<file path="src/rtl/sga_interface_direcao.sv">
// Turn-command front end: synchronises and debounces the turn buttons and latches presses over a measurement window.
// Optional macro SGA_HOLD_PRESS_EN: a button already held when a window opens counts as a press for that window.
module sga_interface_direcao #(
  parameter int SYNC_STAGES     = 2,
  parameter int DEBOUNCE_CYCLES = 50000,
  parameter int WINDOW_CYCLES   = 5000000
) (
  input  logic       clock,
  input  logic       restart,
  input  logic       reset_interface,
  input  logic       medir,
  input  logic       conta_inter,
  input  logic       btn_left,
  input  logic       btn_right,
  output logic [1:0] interface_direction,
  output logic       fim_inter,
  output logic [1:0] db_estado
);

  localparam int DB_W  = (DEBOUNCE_CYCLES > 1) ? $clog2(DEBOUNCE_CYCLES) : 1;
  localparam int WIN_W = (WINDOW_CYCLES > 1) ? $clog2(WINDOW_CYCLES) : 1;
  localparam logic [DB_W-1:0]  DB_LAST  = DB_W'(DEBOUNCE_CYCLES - 1);
  localparam logic [WIN_W-1:0] WIN_LAST = WIN_W'(WINDOW_CYCLES - 1);

  typedef enum logic [1:0] {
    IDLE   = 2'b00,
    JANELA = 2'b01,
    FIM    = 2'b10
  } state_t;

  // Index 0 is the left button, index 1 the right, matching {dir, esq}.
  logic [1:0]                  btn_s;
  logic [1:0][SYNC_STAGES-1:0] sync_q, sync_d;
  logic [1:0][DB_W-1:0]        db_cnt_q, db_cnt_d;
  logic [1:0]                  lvl_q, lvl_d, lvl_prev_q;
  logic [1:0]                  press_s;
  logic [1:0]                  entry_flags_s;

  state_t            state_q, state_d;
  logic [WIN_W-1:0]  win_cnt_q, win_cnt_d;
  logic [1:0]        flag_q, flag_d;
  logic [1:0]        dir_q, dir_d;
  logic              fim_q, fim_d;
  logic [1:0]        estado_q, estado_d;

  assign btn_s   = {btn_right, btn_left};
  assign press_s = lvl_q & ~lvl_prev_q;

`ifdef SGA_HOLD_PRESS_EN
  assign entry_flags_s = lvl_q;
`else
  assign entry_flags_s = 2'b00;
`endif

  // Synchroniser shift and debounce counter for both buttons.
  always_comb begin
    sync_d   = sync_q;
    db_cnt_d = db_cnt_q;
    lvl_d    = lvl_q;
    for (int i = 0; i < 2; i++) begin
      sync_d[i] = {sync_q[i][SYNC_STAGES-2:0], btn_s[i]};
      if (sync_q[i][SYNC_STAGES-1] != lvl_q[i]) begin
        if (db_cnt_q[i] == DB_LAST) begin
          lvl_d[i]    = sync_q[i][SYNC_STAGES-1];
          db_cnt_d[i] = '0;
        end else begin
          db_cnt_d[i] = db_cnt_q[i] + 1'b1;
        end
      end else begin
        db_cnt_d[i] = '0;
      end
    end
  end

  // Button conditioning registers.
  always_ff @(posedge clock or posedge restart) begin
    if (restart) begin
      sync_q     <= '0;
      db_cnt_q   <= '0;
      lvl_q      <= 2'b00;
      lvl_prev_q <= 2'b00;
    end else begin
      sync_q     <= sync_d;
      db_cnt_q   <= db_cnt_d;
      lvl_q      <= lvl_d;
      lvl_prev_q <= lvl_q;
    end
  end

  // Window state machine: next state, counter, flags and result load.
  always_comb begin
    state_d   = state_q;
    win_cnt_d = win_cnt_q;
    flag_d    = flag_q;
    dir_d     = dir_q;
    if (reset_interface) begin
      state_d   = IDLE;
      win_cnt_d = '0;
      flag_d    = 2'b00;
      dir_d     = 2'b00;
    end else begin
      case (state_q)
        IDLE, FIM: begin
          if (medir) begin
            state_d   = JANELA;
            win_cnt_d = '0;
            flag_d    = entry_flags_s;
          end else begin
            state_d   = state_q;
          end
        end
        JANELA: begin
          flag_d = flag_q | press_s;
          if (conta_inter) begin
            // Include a press landing on the last counted cycle.
            if (win_cnt_q == WIN_LAST) begin
              state_d   = FIM;
              win_cnt_d = '0;
              dir_d     = flag_q | press_s;
            end else begin
              win_cnt_d = win_cnt_q + 1'b1;
            end
          end else begin
            win_cnt_d = win_cnt_q;
          end
        end
        default: begin
          state_d   = IDLE;
          win_cnt_d = '0;
          flag_d    = 2'b00;
          dir_d     = 2'b00;
        end
      endcase
    end
    fim_d    = (state_d == FIM);
    estado_d = state_d;
  end

  // Window state and output registers.
  always_ff @(posedge clock or posedge restart) begin
    if (restart) begin
      state_q   <= IDLE;
      win_cnt_q <= '0;
      flag_q    <= 2'b00;
      dir_q     <= 2'b00;
      fim_q     <= 1'b0;
      estado_q  <= 2'b00;
    end else begin
      state_q   <= state_d;
      win_cnt_q <= win_cnt_d;
      flag_q    <= flag_d;
      dir_q     <= dir_d;
      fim_q     <= fim_d;
      estado_q  <= estado_d;
    end
  end

  assign interface_direction = dir_q;
  assign fim_inter           = fim_q;
  assign db_estado           = estado_q;

endmodule

</file>
<file path="config.mk">
export PLATFORM = sky130hd
export DESIGN_NAME = sga_interface_direcao
export DESIGN_NICKNAME = d
export VERILOG_FILES = /design/src/rtl/sga_interface_direcao.sv
export SDC_FILE = /design/constraint.sdc
export NUM_CORES = 1
export LEC_CHECK = 0
export BUFFER_PORTS_ARGS = -buffer_cell sky130_fd_sc_hd__buf_2
export CAP_MARGIN = 25
export CORE_UTILIZATION = 55
export CTS_BUF_LIST = sky130_fd_sc_hd__clkbuf_16
export DETAILED_ROUTE_END_ITERATION = 7
export PLACE_DENSITY_LB_ADDON = 0.2
export SETUP_SLACK_MARGIN = 0.3
export SLEW_MARGIN = 10
export SYNTH_ARGS = -nofsm -noshare
export SYNTH_HDL_FRONTEND = slang
export SYNTH_SLANG_ARGS = --single-unit
export TNS_END_PERCENT = 1
</file>
<file path="constraint.sdc">
create_clock -name clock -period 3 [get_ports clock]
set_input_delay 0.3 -clock clock [delete_from_list [all_inputs] [get_ports clock]]
set_output_delay 0.3 -clock clock [all_outputs]
set_load 0.03 [all_outputs]
</file>
# == After elaboration in Yosys (flattened, before gate mapping) ==
# Cells that the tools add are included.
# op_classes
add_sub_neg,3
eq_ne,12
muxes,21
bitwise,3
n_reduce_logical,6
# op_table
cell,count
23-bit 2-to-1 mux,4
16-bit 2-to-1 mux,4
23-bit case mux with 2 select lines,1
"16-bit by 1-bit adder with 16-bit output, second input constant",2
"16-bit == test, second input constant",2
"23-bit by 1-bit adder with 23-bit output, second input constant",1
"23-bit == test, second input constant",1
2-bit 2-to-1 mux,9
2-bit case mux with 2 select lines,3
"3-bit inequality test, second input constant",3
2-bit AND reduction,3
"2-bit == test, second input constant",2
3-bit AND reduction,1
2-bit AND,1
"2-bit by 1-bit == test with 1-bit output, second input constant",1
2-bit zero test,1
1-bit inequality test,2
"2-bit inequality test, second input constant",1
2-bit inverter,1
2-bit bitwise OR,1
2-bit OR reduction,1
# word_totals
register_bits,70
out_inout_bits,5
word_cells,57

# == Logic depth before layout (Yosys ltp) ==
# logic_depth
depth_word,7
depth_mapped,7
mapped_depth_nobuf,5

# == Worst setup path after synthesis ==
# Ideal clock, no wire load.
# synth_path
kind,register to register
from,register db_estado[0] (netlist name)
to,register win_cnt_q[19]
setup_ns,0.143
arrival_time_ns,2.000
required_time_ns,2.857
slack_ns,0.857
stages_incl_launch_ff,7
synth_period_minus_slack_ns,2.143
cell_sequence,dfrtp_1 nor4b_2 or4_1 clkbuf_1 buf_2 o41ai_1 a22oi_1
# synth_rtl
item,line_no,text
to (signal assigned),150,win_cnt_q <= win_cnt_d;
to (decl),40,"logic [WIN_W-1:0] win_cnt_q, win_cnt_d;"

==> reports/qor.txt <==
Asr flop ratio synth = 100%
Outcome = finished, violations left
Row cnt = 28
Antenna diodes = 0
Detailed Route WL = 6850 um
Detail Route Antenna Nets = 0
Clk_lat worst skew = 330 ps
Fin. max-slew vios = 0
Min cycle time layout = 2290 ps
Crit-path slowest cell = or4_1
Hold crit path type = input port to asynchronous set/reset pin
Finished Layout Cells = 438
Final setup fails = 0
Core Area = 6030 sq um
Layout cells sized above 1 = 10.2%
Ports = 12
Die area = 6680 sq um
Port bufs = 11
Area growth, synth to finish = 11.4%
Fillers = 497
Number of global-route vias before repair = 2568
Fin Hold WS = -15.4 ps
Worst Setup Slack, final = 713 ps
Root buffer cell = clkbuf_16
Worst Clk Skew = 8.20 ps
CP arrival = 2520 ps
Final #Nets = 368
Commonest non-fill, non-tap cells in the layout = dfrtp_1, nor2_1, nand2_1
Seq cells post-synth = 70
CTS sink cnt = 70
Detailed-router iteration count before antenna repair = 4
Initial Utilization = 58.0%
Clock transition time at the flip-flop clock pins of the worst setup and hold paths = 60 ps
Share of the synthesized area in the top cell type = 50.1%
Startpoint types = register
DR WL met3 = 217 um
Vias per cell = 6.21
Met1 wire length = 3300 um
Commonest non-fill, non-tap cell in the layout = dfrtp_1
Syn nets = 359
CP peak stage delay = 780 ps
CP top delay family = simple AND/OR/NAND/NOR gates
H-tree depth = 3
Pwr Density = 523 nW/um^2
Tcrit/Tclk final = 76.2%
Final setup TNS = 0 ps
Max_slew headroom = 53.3%
CTS tree = done
CTS resizes = 0
HPWL after DPL = 4590 um
Netlist Area Pre-Place = 3500 sq um
Max VDD drop = 359 uV
Distinct cells, synth = 39
Die W = 81.7 um
GPL Wtd Cong = 0.870
Critical path fanouts, max = 18
Worst-Margin Slew = 700 ps
Synthesized area per cell = 10.0 sq um
Total stage count of the critical path = 5
Post-CTS Setup Bufs = 0
Sequential area share after synthesis = 50.1%
Max Clk Rate = 437 MHz
Starting DRT DRC Count = 174
First-pass GRT wire length = 11800 um
Leak = 1.62 nW
Hold Buf Count CTS = 0
Dominant cells by area after synthesis = dfrtp_1, xor2_1, xnor2_1, nor2_1, nand4_1
RSZ-0062 raised after global routing = false
Drt drc = 0
Clock buffer count from CTS = 9
Worst Reg-to-Reg Cells = 5
Vert. Die Dim = 81.7 um
Synth area leader = dfrtp_1
Cells after DPL = 422
Synth warn = 0
Gr usage total = 23.0%
GR Overflow Total = 0
CP required = 3230 ps
Syn Inst Count = 349
Post-synth top flop = dfrtp_1
CTS max path bufs = 2
MaxCap Viol Count = 0
Uppermost routed layer = met4
DR WL/cell = 15.6 um
Initial antenna violation count = 0
Number of synthesized flops with an enable pin = 0
Largest net degree at the start of global routing = 51
Cells along the critical path = nor3_1, buf_4, or4_1, or4b_1, a22oi_1
DR vias = 2721
Bufs and invs on worst path = 1
Crit. End Element = register
Final hold violation count = 20
Failing checks = hold timing
Setup CP Type = register to register
WL met2 = 3280 um
Post-Place Setup Slack = 707 ps
cell type report:
cell class / instances / area, sq um / area share, %
clock buffers: 9 / 225 / 5.78
clock inverters: 7 / 56.3 / 1.45
inverters: 10 / 37.5 / 0.963
multi-input cells: 252 / 1630 / 41.9
flip-flops and latches: 70 / 1750 / 45.0
well taps: 75 / 93.8 / 2.41
repair buffers: 15 / 97.6 / 2.50
worst paths after layout:
| kind | startpoint | endpoint | slack (ps) |
|---|---|---|---|
| max in group asynchronous | restart | win_cnt_q[9] | 2410 |
| min in group clock | btn_right | sync_d[3] | 80 |
| hold / removal | restart | db_cnt_q[7] | -20 |
| setup / recovery | db_estado[0] | win_cnt_q[20] | 710 |
| hold reg to reg | sync_d[3] | sync_q[3] | 340 |
| setup reg to reg | db_estado[0] | win_cnt_q[20] | 710 |
through the flow:
| stage | util [%] | instance area [sq um] | total power, mW | hold slack (ps) |
|---|---|---|---|---|
| after floorplan | - | 3500 | 1.04 | 331 |
| after global placement | 60.0 | 3610 | 1.07 | 334 |
| after detailed placement | 60.0 | 3610 | 1.07 | 335 |
| after CTS | 64.7 | 3900 | 2.06 | 3.23 |
| after global routing | 64.7 | 3900 | 2.12 | 26.9 |
| final | 64.7 | 3900 | 2.04 | -15.4 |
sequential cells by signal, indices dropped and copies added, names as in the netlist:
register / flops
flag_q: 2
lvl_q: 2
db_cnt_q: 32
lvl_prev_q: 2
win_cnt_q: 23
fim_inter: 1
sync_q: 2
interface_direction: 2
sync_d: 2
db_estado: 2
synthesized netlist by cell type (all sizes together), types with 8 or more instances:
master,count
o31ai,12
and4,8
clkbuf,12
o21ai,9
nand2,26
a21oi,11
nand3,19
nor2,32
dfrtp,70
xor2,17
and3,8
inv,10
or4,14
xnor2,15
a22oi,13
nor4,9
nand4,17
cells by family (layout without fill, tap and decap cells):
family                     count (synthesis)  count (layout)  share of synthesized area [%]
xor gates and xnor gates                  32              32                           8.01
DFF                                       70              70                           50.1
adders and majority gates                  3               3                           1.07
and+or+nand+nor                          159             159                           26.0
AOI/OAI and AO/OA                         56              56                           11.0
muxes                                      2               2                          0.644
buffers and inverters                     27              41                           3.18
per-layer routing:
layer,vias up,GRT usage (%)
met5,-,0
met4,0,7.72
met3,11,4.78
met2,58,37.3
met1,1322,30.6
li1,1330,-
where the power goes:
part | leakage (nW) | internal (mW) | total, mW | switching, mW
Sequential | 0.962 | 0.956 | 0.967 | 0.0111
Clock | 0.142 | 0.570 | 0.986 | 0.415
Combinational | 0.515 | 0.0232 | 0.0846 | 0.0614
Total | 1.62 | 1.55 | 2.04 | 0.488
Note: power is estimated with default switching activity, not from simulation.
